--- src/rtl/axis_counter_v2.sv ---
// AXI4-Stream counter pattern generator: bursts of NLANES-lane beats with programmable step, mode, gap and repeat.
// First beat is valid one cycle after start; a presented beat is held unchanged until m_axis_tready accepts it.
module axis_counter_v2 #(
  parameter int BDATA  = 16,
  parameter int BUSER  = 8,
  parameter int NLANES = 4
) (
  input  logic                    aclk,
  input  logic                    areset,
  input  logic                    START_REG,
  input  logic [31:0]             NDATA_REG,
  input  logic [31:0]             NUSER_REG,
  input  logic [31:0]             WAIT_REG,
  input  logic [BDATA-1:0]        STEP_REG,
  input  logic [31:0]             NREP_REG,
  input  logic [2:0]              MODE_REG,
  output logic                    m_axis_tvalid,
  input  logic                    m_axis_tready,
  output logic [NLANES*BDATA-1:0] m_axis_tdata,
  output logic [BUSER-1:0]        m_axis_tuser,
  output logic                    m_axis_tlast,
  output logic                    busy,
  output logic                    done_pulse
);
  typedef enum logic [1:0] {IDLE, RUN, GAP} state_t;

  // Run configuration frozen at the start edge; delta is the signed per-sample increment.
  typedef struct packed {
    logic [31:0]      ndata;
    logic [31:0]      waitc;
    logic [31:0]      nrep;
    logic [BDATA-1:0] delta;
    logic             cont;
  } cfg_t;

  state_t           state;
  cfg_t             cfg;
  logic             start_q;
  logic             stop_q;
  logic [31:0]      beat_cnt;
  logic [31:0]      burst_cnt;
  logic [31:0]      gap_cnt;
  logic [BDATA-1:0] acc;

  logic             start_edge;
  logic             hs;
  logic             last_burst;
  logic [BDATA-1:0] acc_next;
  logic [BDATA-1:0] burst_base;
  logic             unused_nuser;

  function automatic logic [BDATA-1:0] delta_of(input logic [2:0] mode, input logic [BDATA-1:0] step);
    case (mode[1:0])
      2'd1:    delta_of = '0 - step;
      2'd2:    delta_of = '0;
      default: delta_of = step;
    endcase
  endfunction

  function automatic logic [NLANES*BDATA-1:0] lanes(input logic [BDATA-1:0] v0, input logic [BDATA-1:0] d);
    logic [BDATA-1:0] v;
    v = v0;
    for (int i = 0; i < NLANES; i++) begin
      lanes[i*BDATA +: BDATA] = v;
      v = v + d;
    end
  endfunction

  assign start_edge   = (state == IDLE) && START_REG && !start_q;
  assign hs           = m_axis_tvalid && m_axis_tready;
  assign acc_next     = acc + BDATA'(NLANES) * cfg.delta;
  assign last_burst   = (cfg.nrep != 32'd0) && (burst_cnt == cfg.nrep - 32'd1);
  assign burst_base   = cfg.cont ? acc_next : '0;
  assign busy         = (state != IDLE);
  assign unused_nuser = ^NUSER_REG[31:BUSER];

  always_ff @(posedge aclk) begin
    if (areset) begin
      state         <= IDLE;
      cfg           <= '0;
      start_q       <= 1'b0;
      stop_q        <= 1'b0;
      beat_cnt      <= '0;
      burst_cnt     <= '0;
      gap_cnt       <= '0;
      acc           <= '0;
      m_axis_tvalid <= 1'b0;
      m_axis_tlast  <= 1'b0;
      m_axis_tdata  <= '0;
      m_axis_tuser  <= '0;
      done_pulse    <= 1'b0;
    end else begin
      start_q    <= START_REG;
      done_pulse <= 1'b0;
      case (state)
        IDLE: begin
          if (start_edge) begin
            cfg.ndata    <= NDATA_REG;
            cfg.waitc    <= WAIT_REG;
            cfg.nrep     <= NREP_REG;
            cfg.delta    <= delta_of(MODE_REG, STEP_REG);
            cfg.cont     <= MODE_REG[2];
            m_axis_tuser <= NUSER_REG[BUSER-1:0];
            m_axis_tdata <= lanes('0, delta_of(MODE_REG, STEP_REG));
            stop_q       <= 1'b0;
            beat_cnt     <= '0;
            burst_cnt    <= '0;
            acc          <= '0;
            if (NDATA_REG == 32'd0) begin
              done_pulse <= 1'b1;
            end else begin
              state         <= RUN;
              m_axis_tvalid <= 1'b1;
              m_axis_tlast  <= (NDATA_REG == 32'd1);
            end
          end
        end
        RUN: begin
          // A stop request is remembered so the pending beat can still finish its handshake.
          if (!START_REG) stop_q <= 1'b1;
          if (hs) begin
            if (stop_q || !START_REG || (m_axis_tlast && last_burst)) begin
              state         <= IDLE;
              m_axis_tvalid <= 1'b0;
              m_axis_tlast  <= 1'b0;
              done_pulse    <= 1'b1;
            end else if (m_axis_tlast) begin
              burst_cnt    <= burst_cnt + 32'd1;
              beat_cnt     <= '0;
              acc          <= burst_base;
              m_axis_tdata <= lanes(burst_base, cfg.delta);
              m_axis_tlast <= (cfg.ndata == 32'd1);
              if (cfg.waitc != 32'd0) begin
                state         <= GAP;
                m_axis_tvalid <= 1'b0;
                gap_cnt       <= '0;
              end
            end else begin
              beat_cnt     <= beat_cnt + 32'd1;
              acc          <= acc_next;
              m_axis_tdata <= lanes(acc_next, cfg.delta);
              m_axis_tlast <= (beat_cnt + 32'd2 == cfg.ndata);
            end
          end
        end
        GAP: begin
          if (!START_REG) begin
            state      <= IDLE;
            done_pulse <= 1'b1;
          end else if (gap_cnt == cfg.waitc - 32'd1) begin
            state         <= RUN;
            m_axis_tvalid <= 1'b1;
          end else begin
            gap_cnt <= gap_cnt + 32'd1;
          end
        end
        default: state <= IDLE;
      endcase
    end
  end
endmodule
--- config.mk ---
export PLATFORM = sky130hd
export DESIGN_NAME = axis_counter_v2
export DESIGN_NICKNAME = d
export VERILOG_FILES = /design/src/rtl/axis_counter_v2.sv
export SDC_FILE = /design/constraint.sdc
export NUM_CORES = 1
export LEC_CHECK = 0
export ABC_AREA = 1
export CAP_MARGIN = 10
export CORE_MARGIN = 4
export CORE_UTILIZATION = 35
export CTS_CLUSTER_DIAMETER = 80
export DETAILED_ROUTE_END_ITERATION = 8
export GPL_TIMING_DRIVEN = 0
export PLACE_DENSITY_LB_ADDON = 0.08
export SYNTH_ARGS = -nofsm -noshare
export SYNTH_HDL_FRONTEND = slang
export SYNTH_SLANG_ARGS = --single-unit
--- constraint.sdc ---
create_clock -name aclk -period 7.44 [get_ports aclk]
set_clock_uncertainty 0.2 [all_clocks]
set_input_delay 1.116 -clock aclk [delete_from_list [all_inputs] [get_ports aclk]]
set_output_delay 1.116 -clock aclk [all_outputs]
set_load 0.02 [all_outputs]
==> results of run 1 <==
[cell type report]
| type | instances | area, µm² | share of cell area, % |
|---|---|---|---|
| plain buffers | 163 | 741 | 2.73 |
| repair buffers | 201 | 2010 | 7.43 |
| clock inverters | 21 | 175 | 0.647 |
| flip-flops and latches | 290 | 5810 | 21.4 |
| well taps | 855 | 1070 | 3.95 |
| multi-input cells | 2790 | 14700 | 54.3 |
| clock buffers | 54 | 1150 | 4.23 |
| diodes | 1 | 2.50 | 0.00924 |
| inverters | 378 | 1420 | 5.24 |
[kinds of logic (layout without fill, tap and decap cells)]
group	Yosys count	after routing	share of synthesized area, %
flops	290	290	25.6
simple gates	1807	1807	33.9
buf+inv	541	817	9.52
compound gates	618	618	14.6
mux	2	2	0.0883
fa+ha+maj	118	118	6.74
other cells	0	1	0
xor+xnor	245	245	9.46
[final timing paths]
check	start	to	depth (start not counted)
worst min-delay path	cfg[86]	cfg[86]	2
worst max-delay path	cfg[1]	m_axis_tdata[63]	38
worst max register to register	cfg[1]	m_axis_tdata[63]	38
worst min register to register	cfg[86]	cfg[86]	2
[worst register-to-register path, delay by kind of cell (launching register included)]
| kind | cells | cell delay, ps |
|---|---|---|
| adders and majority gates | 5 | 1900 |
| DFF | 1 | 540 |
| and+or+nand+nor | 15 | 1520 |
| buffers and inverters | 4 | 260 |
| AOI/OAI and AO/OA | 14 | 2360 |
[Yosys cell counts, types with 8 or more instances]
| library cell | n | share of area (%) |
|---|---|---|
| o21ai_0 | 279 | 6.2 |
| o21bai_1 | 9 | 0.30 |
| nor3_1 | 90 | 2.0 |
| xor2_1 | 172 | 6.6 |
| dfxtp_1 | 290 | 26 |
| a21oi_1 | 250 | 5.5 |
| nand4_1 | 85 | 2.3 |
| nor2_2 | 11 | 0.30 |
| xnor2_1 | 73 | 2.8 |
| buf_4 | 17 | 0.56 |
| buf_2 | 21 | 0.46 |
| buf_1 | 8 | 0.13 |
| nor4_1 | 40 | 1.1 |
| clkbuf_1 | 112 | 1.9 |
| inv_1 | 377 | 6.2 |
| o22ai_1 | 17 | 0.47 |
| a31oi_1 | 11 | 0.30 |
| o211ai_1 | 8 | 0.26 |
| or2_2 | 13 | 0.36 |
| ha_1 | 111 | 6.1 |
| nand3_1 | 186 | 4.1 |
| nand2_1 | 662 | 11 |
| nor3b_1 | 8 | 0.26 |
| nor2_1 | 681 | 11 |
[what timing repair did]
| item | 4_1_cts | 5_1_grt |
|---|---|---|
| resized for setup | 0 | 5 |
| hold endpoints to repair | 0 | 0 |
| hold buffers | 0 | 0 |
| endpoints found under the setup margin | 0 | 3 |
[sequential cells by signal, summed over array words and instances (netlist names)]
signal	count
gap_cnt	32
stop_q	1
beat_cnt	32
acc	2
done_pulse	1
m_axis_tdata	64
m_axis_tvalid	1
start_q	1
m_axis_tlast	1
m_axis_tuser	8
burst_cnt	32
state	2
cfg	113
[power breakdown]
group / switching (mW) / internal [mW] / total (mW) / leakage [nW]
logic: 3.29 / 1.69 / 4.98 / 8.15
registers: 0.413 / 1.91 / 2.33 / 2.38
clock network: 0.833 / 1.13 / 1.96 / 0.649
total: 4.54 / 4.74 / 9.28 / 11.2
[routing by layer]
metal	wire length, µm	GRT usage [%]
met1	44000	36.0
met2	38500	39.1
met3	6240	5.08
met4	2110	6.15
met5	13	0
==> qor.yml, run 1 <==
run:
  drv_cap: 0
final_layout:
  mostFrequentLayoutCells: "nor2_1 (681), nand2_1 (662), inv_1 (377)"
  fin_util_pct: 42.1
  final_common_cell: "nor2_1"
  drive_gt1_share_pct: 4.21
  nets: 4135
  filler_cell_count: 7034
  area_delta_synth_final_pct: 19.5
  layout.cells.non_filler: 4753
  fin_area_mm2: 0.0271
placement:
  post-place-ws_ps: 403
  place_area_mm2: 0.0258
  dp.cells: 4677
  io_buffers: 201
  hpwlAfterDp_um: 72900
  place_congestion: 0.977
yosys:
  synth_nets: 3890
  synthesis.area_mm2: 0.0227
  synth_seq_cells: 290
  synthArstFlopShare_pct: 0
  synth_edf_count: 0
  yosys_warnings: 0
  synth.distinct_cells: 57
  synth-main-ff-cell: "dfxtp_1"
  synth_cells: 3621
  yosysSeqAreaShare_pct: 25.6
  syn_avg_cell_area_um2: 6.26
grt:
  grt_pass1_vias: 22800
  grt_pass1_wl_um: 138000
  grt_overflow: 0
  track_usage_pct: 25.2
  antenna_found_initial: 3
  grt_start_max_net_pins: 12
pwr:
  p_leak_nw: 11.2
  irDropWorstVdd_uv: 202
  p_per_area_mw_per_mm2: 342
  finalPower_mw: 9.28
setup_path:
  critical_path_required_ps: 7760
  critPathKind: "reg2reg"
  crit_buf_inv: 4
  critPathLaunchType: "flip-flop"
  slowest_delay_ps: 550
  end_kind: "flip-flop"
  worstPathArrival_ps: 7140
  reg2reg_slack_ps: 610
  cp_top_family: "compound AO/OA/AOI/OAI gates"
  slowest_stage: "fa_1"
  crit_top_cell: "nand2_1"
  path_max_fanout: 7
sta:
  fmax_mhz: 147
  hold_ws_ps: 266
  slew_headroom_pct: 17.4
  tightest_slew_ps: 1230
  setup_viol: 0
  fin_tns_setup_ps: 0
  grt_setup_unrepaired: "no"
  finalMaxSlewViolations: 0
  timing.final.crit_share_pct: 91.7
  hold_viol: 0
  fin_ws_ps: 615
  fin_crit_ps: 6830
cts:
  cts_made_buffers: 42
  cts.sinks: 290
  post-cts-setup-buffer-count: 0
  htreeDepth: 2
  tritoncts: "built"
  clk_pin_slew_ps: 60
  cts_buffer_depth: 3
  clock_latency_ps: 590
  root_buffer: "clkbuf_16"
min_path:
  hold_path_class: "reg2reg"
drt:
  first_pass_iters: 6
  drt_wl_total_um: 90800
  wl_per_cell_um: 19.1
  vias: 24200
  drc_errors: 0
  viasPerCell: 5.09
  final_antenna_net_count: 0
  drtIter0Drc: 1932
floorplan:
  dieHeight_um: 263
  coreArea_mm2: 0.0643
  pin_count: 227
  start_util_pct: 35.2
  die_x_um: 263
  dieArea_mm2: 0.0689
  rows: 93
status:
  status: "completed"
No activity file was read; power rests on OpenSTA's default activity.
==> inputs of run 2 (changes only) <==
==> constraint.sdc (replaced) <==
create_clock -name aclk -period 7.44 [get_ports aclk]
set_clock_uncertainty 0.2 [all_clocks]
set_input_delay 1.116 -clock aclk [delete_from_list [all_inputs] [get_ports aclk]]
set_output_delay 1.116 -clock aclk [all_outputs]
set_load 0.01 [all_outputs]
==> results of run 2 <==
The final DEF is identical to that of run 1. Status: completed.
Among the figures that moved: total power 9.28 mW -> 9.15 mW; worst IR drop on VDD 202 µV -> 179 µV
==> inputs of run 3 (changes only) <==
--- a/config.mk
+++ b/config.mk
@@ -8,7 +8,7 @@
 export ABC_AREA = 1
 export CAP_MARGIN = 10
 export CORE_MARGIN = 4
-export CORE_UTILIZATION = 35
+export CORE_UTILIZATION = 55
 export CTS_CLUSTER_DIAMETER = 80
 export DETAILED_ROUTE_END_ITERATION = 8
 export GPL_TIMING_DRIVEN = 0
==> run 3 against run 2 <==
Hold slack gained 2.7 ps. Final area is 1.6% lower. Sequential share of layout area increased by 0.35 points. Register-to-register slack got worse by 70 ps. Fmax shrank 0.95%. Combinational power down 1%.
==> qor.yml, run 3 (synthesis gave the netlist of run 1 again) <==
status:
  status: "completed"
pwr:
  p_per_area_mw_per_mm2: 339
  irDropWorstVdd_uv: 254
  pwr-share-seq_pct: 25.5
  combPwrFrac_pct: 53.1
  p_int_mw: 4.78
  clkPwrFrac_pct: 21.4
  finalPower_mw: 9.03
  p_switching_mw: 4.25
  p_leak_nw: 11.2
  swShare_pct: 47.1
final_layout:
  nets: 4130
  area_delta_synth_final_pct: 17.5
  top_register: "cfg"
  fin_area_mm2: 0.0266
  layout.cells.non_filler: 4422
  reg_top3: "cfg (113), m_axis_tdata (64)"
  largest_register_ffs: 113
  drive_gt1_share_pct: 4.12
  final_common_cell: "nor2_1"
  mostFrequentLayoutCells: "nor2_1 (681), nand2_1 (662), inv_1 (377)"
  fin_util_pct: 65.3
cts:
  ctsResizeCount: 0
  root_buffer: "clkbuf_16"
  post-cts-setup-buffer-count: 0
  tritoncts: "built"
  cts_buffer_depth: 3
  ctsHoldBuffers: 0
  clk_pin_slew_ps: 60
  htreeDepth: 2
  cts.sinks: 290
  clock_latency_ps: 570
  cts_made_buffers: 37
drt:
  vias: 24800
  final_antenna_net_count: 0
  viasPerCell: 5.61
  wl_per_cell_um: 18.5
  drc_errors: 0
  drt_wl_total_um: 81700
  drtIter0Drc: 2455
  first_pass_iters: 6
sta:
  tightest_slew_ps: 1110
  setup_viol: 0
  fmax_mhz: 145
  finalMaxSlewViolations: 0
  grt_setup_unrepaired: "no"
  timing.final.crit_share_pct: 92.6
  fin_tns_setup_ps: 0
  slew_headroom_pct: 25.9
  hold_viol: 0
  fin_crit_ps: 6890
setup_path:
  worstSetupEndpoint: "m_axis_tdata[63]"
  critical_path_required_ps: 7730
  cp-startpoint: "cfg[1]"
  critPathLaunchType: "flip-flop"
  worstPathArrival_ps: 7180
  critPathKind: "reg2reg"
  crit_top_cell: "nand2_1"
  reg2reg_slack_ps: 550
  ff2ff_path_depth: 37
  rr_startpoint: "cfg[1]"
  slowest_delay_ps: 550
  r2r_end: "m_axis_tdata[63]"
  end_kind: "flip-flop"
  path_max_fanout: 7
  slowest_stage: "fa_1"
floorplan:
  die_x_um: 211
  coreArea_mm2: 0.0408
  pin_count: 227
  dieHeight_um: 211
  dieArea_mm2: 0.0445
  start_util_pct: 55.5
  rows: 74
grt:
  grt_pass1_wl_um: 125000
  grt_start_max_net_pins: 14
  grt_overflow: 0
  track_usage_pct: 35.2
  antenna_found_initial: 2
  grt_pass1_vias: 22700
placement:
  place_congestion: 0.984
  hpwlAfterDp_um: 64600
  io_buffers: 201
  dp.cells: 4354
  place_area_mm2: 0.0254
min_path:
  min_path_cells: 2
  hold_path_class: "reg2reg"
run:
  drv_cap: 0
[run 3: cell count changes in the layout (fill, tap and decap cells not counted)]
cell       before  now
clkbuf_1      118  112
bufinv_16       1    5
inv_6           5    1
clkbuf_16      42   39
clkinv_2        9   11
clkbuf_8        5    4
clkinv_8        1    0
diode_2         1    2
o21ai_1         4    5
o21ai_2         1    0
[run 3: per-layer routing]
metal	GRT usage [%]	share of wire (%)	up-vias	routed length, µm
met5	0	0	-	0
met3	5.64	8.6	161	7030
li1	-	-	12300	-
met4	12.3	3.8	0	3080
met2	55.4	43	1080	35500
met1	49.1	44	11200	36100
[run 3: how the worst min path moves through the flow]
stage | from | end | slack (ps)
3_5_place_dp | cfg[86] | cfg[86] | 260
5_1_grt | m_axis_tuser[7] | m_axis_tuser[7] | 290
3_3_place_gp | cfg[86] | cfg[86] | 250
2_1_floorplan | cfg[86] | cfg[86] | 230
4_1_cts | cfg[86] | cfg[86] | 270
6_report | cfg[86] | cfg[86] | 270
[run 3: worst max-delay path: cells and delay by family (launching register included)]
kind | cells | cell delay (ps)
adders and majority gates | 5 | 1910
buffers and inverters | 4 | 260
and+or+nand+nor | 15 | 1710
DFF | 1 | 540
AOI/OAI and AO/OA | 13 | 2190
[run 3: power groups by stage]
stage | clock network (mW) | registers (mW) | logic (mW)
after floorplan | 0 | 2.25 | 3.09
after global placement | 0 | 2.31 | 4.64
after detailed placement | 0 | 2.31 | 4.67
after CTS | 1.95 | 2.28 | 4.71
after global routing | 2.02 | 2.34 | 5.26
final | 1.94 | 2.30 | 4.79
[run 3: through the flow]
step                hold slack (ps)  setup WS (ps)
CTS                             271            463
finish                          269            549
global route                    288           51.8
floorplan                       233           1840
global placement                249            493
detailed placement              262            544
[run 3: cell type report]
| class | instances | area [µm²] |
|---|---|---|
| multi-input cells | 2790 | 14700 |
| fillers | 3993 | 14200 |
| flip-flops and latches | 290 | 5810 |
| repair buffers | 201 | 2010 |
| inverters | 378 | 1420 |
| clock buffers | 44 | 1030 |
| plain buffers | 163 | 741 |
| well taps | 532 | 666 |
| clock inverters | 22 | 254 |
| diodes | 2 | 5.00 |
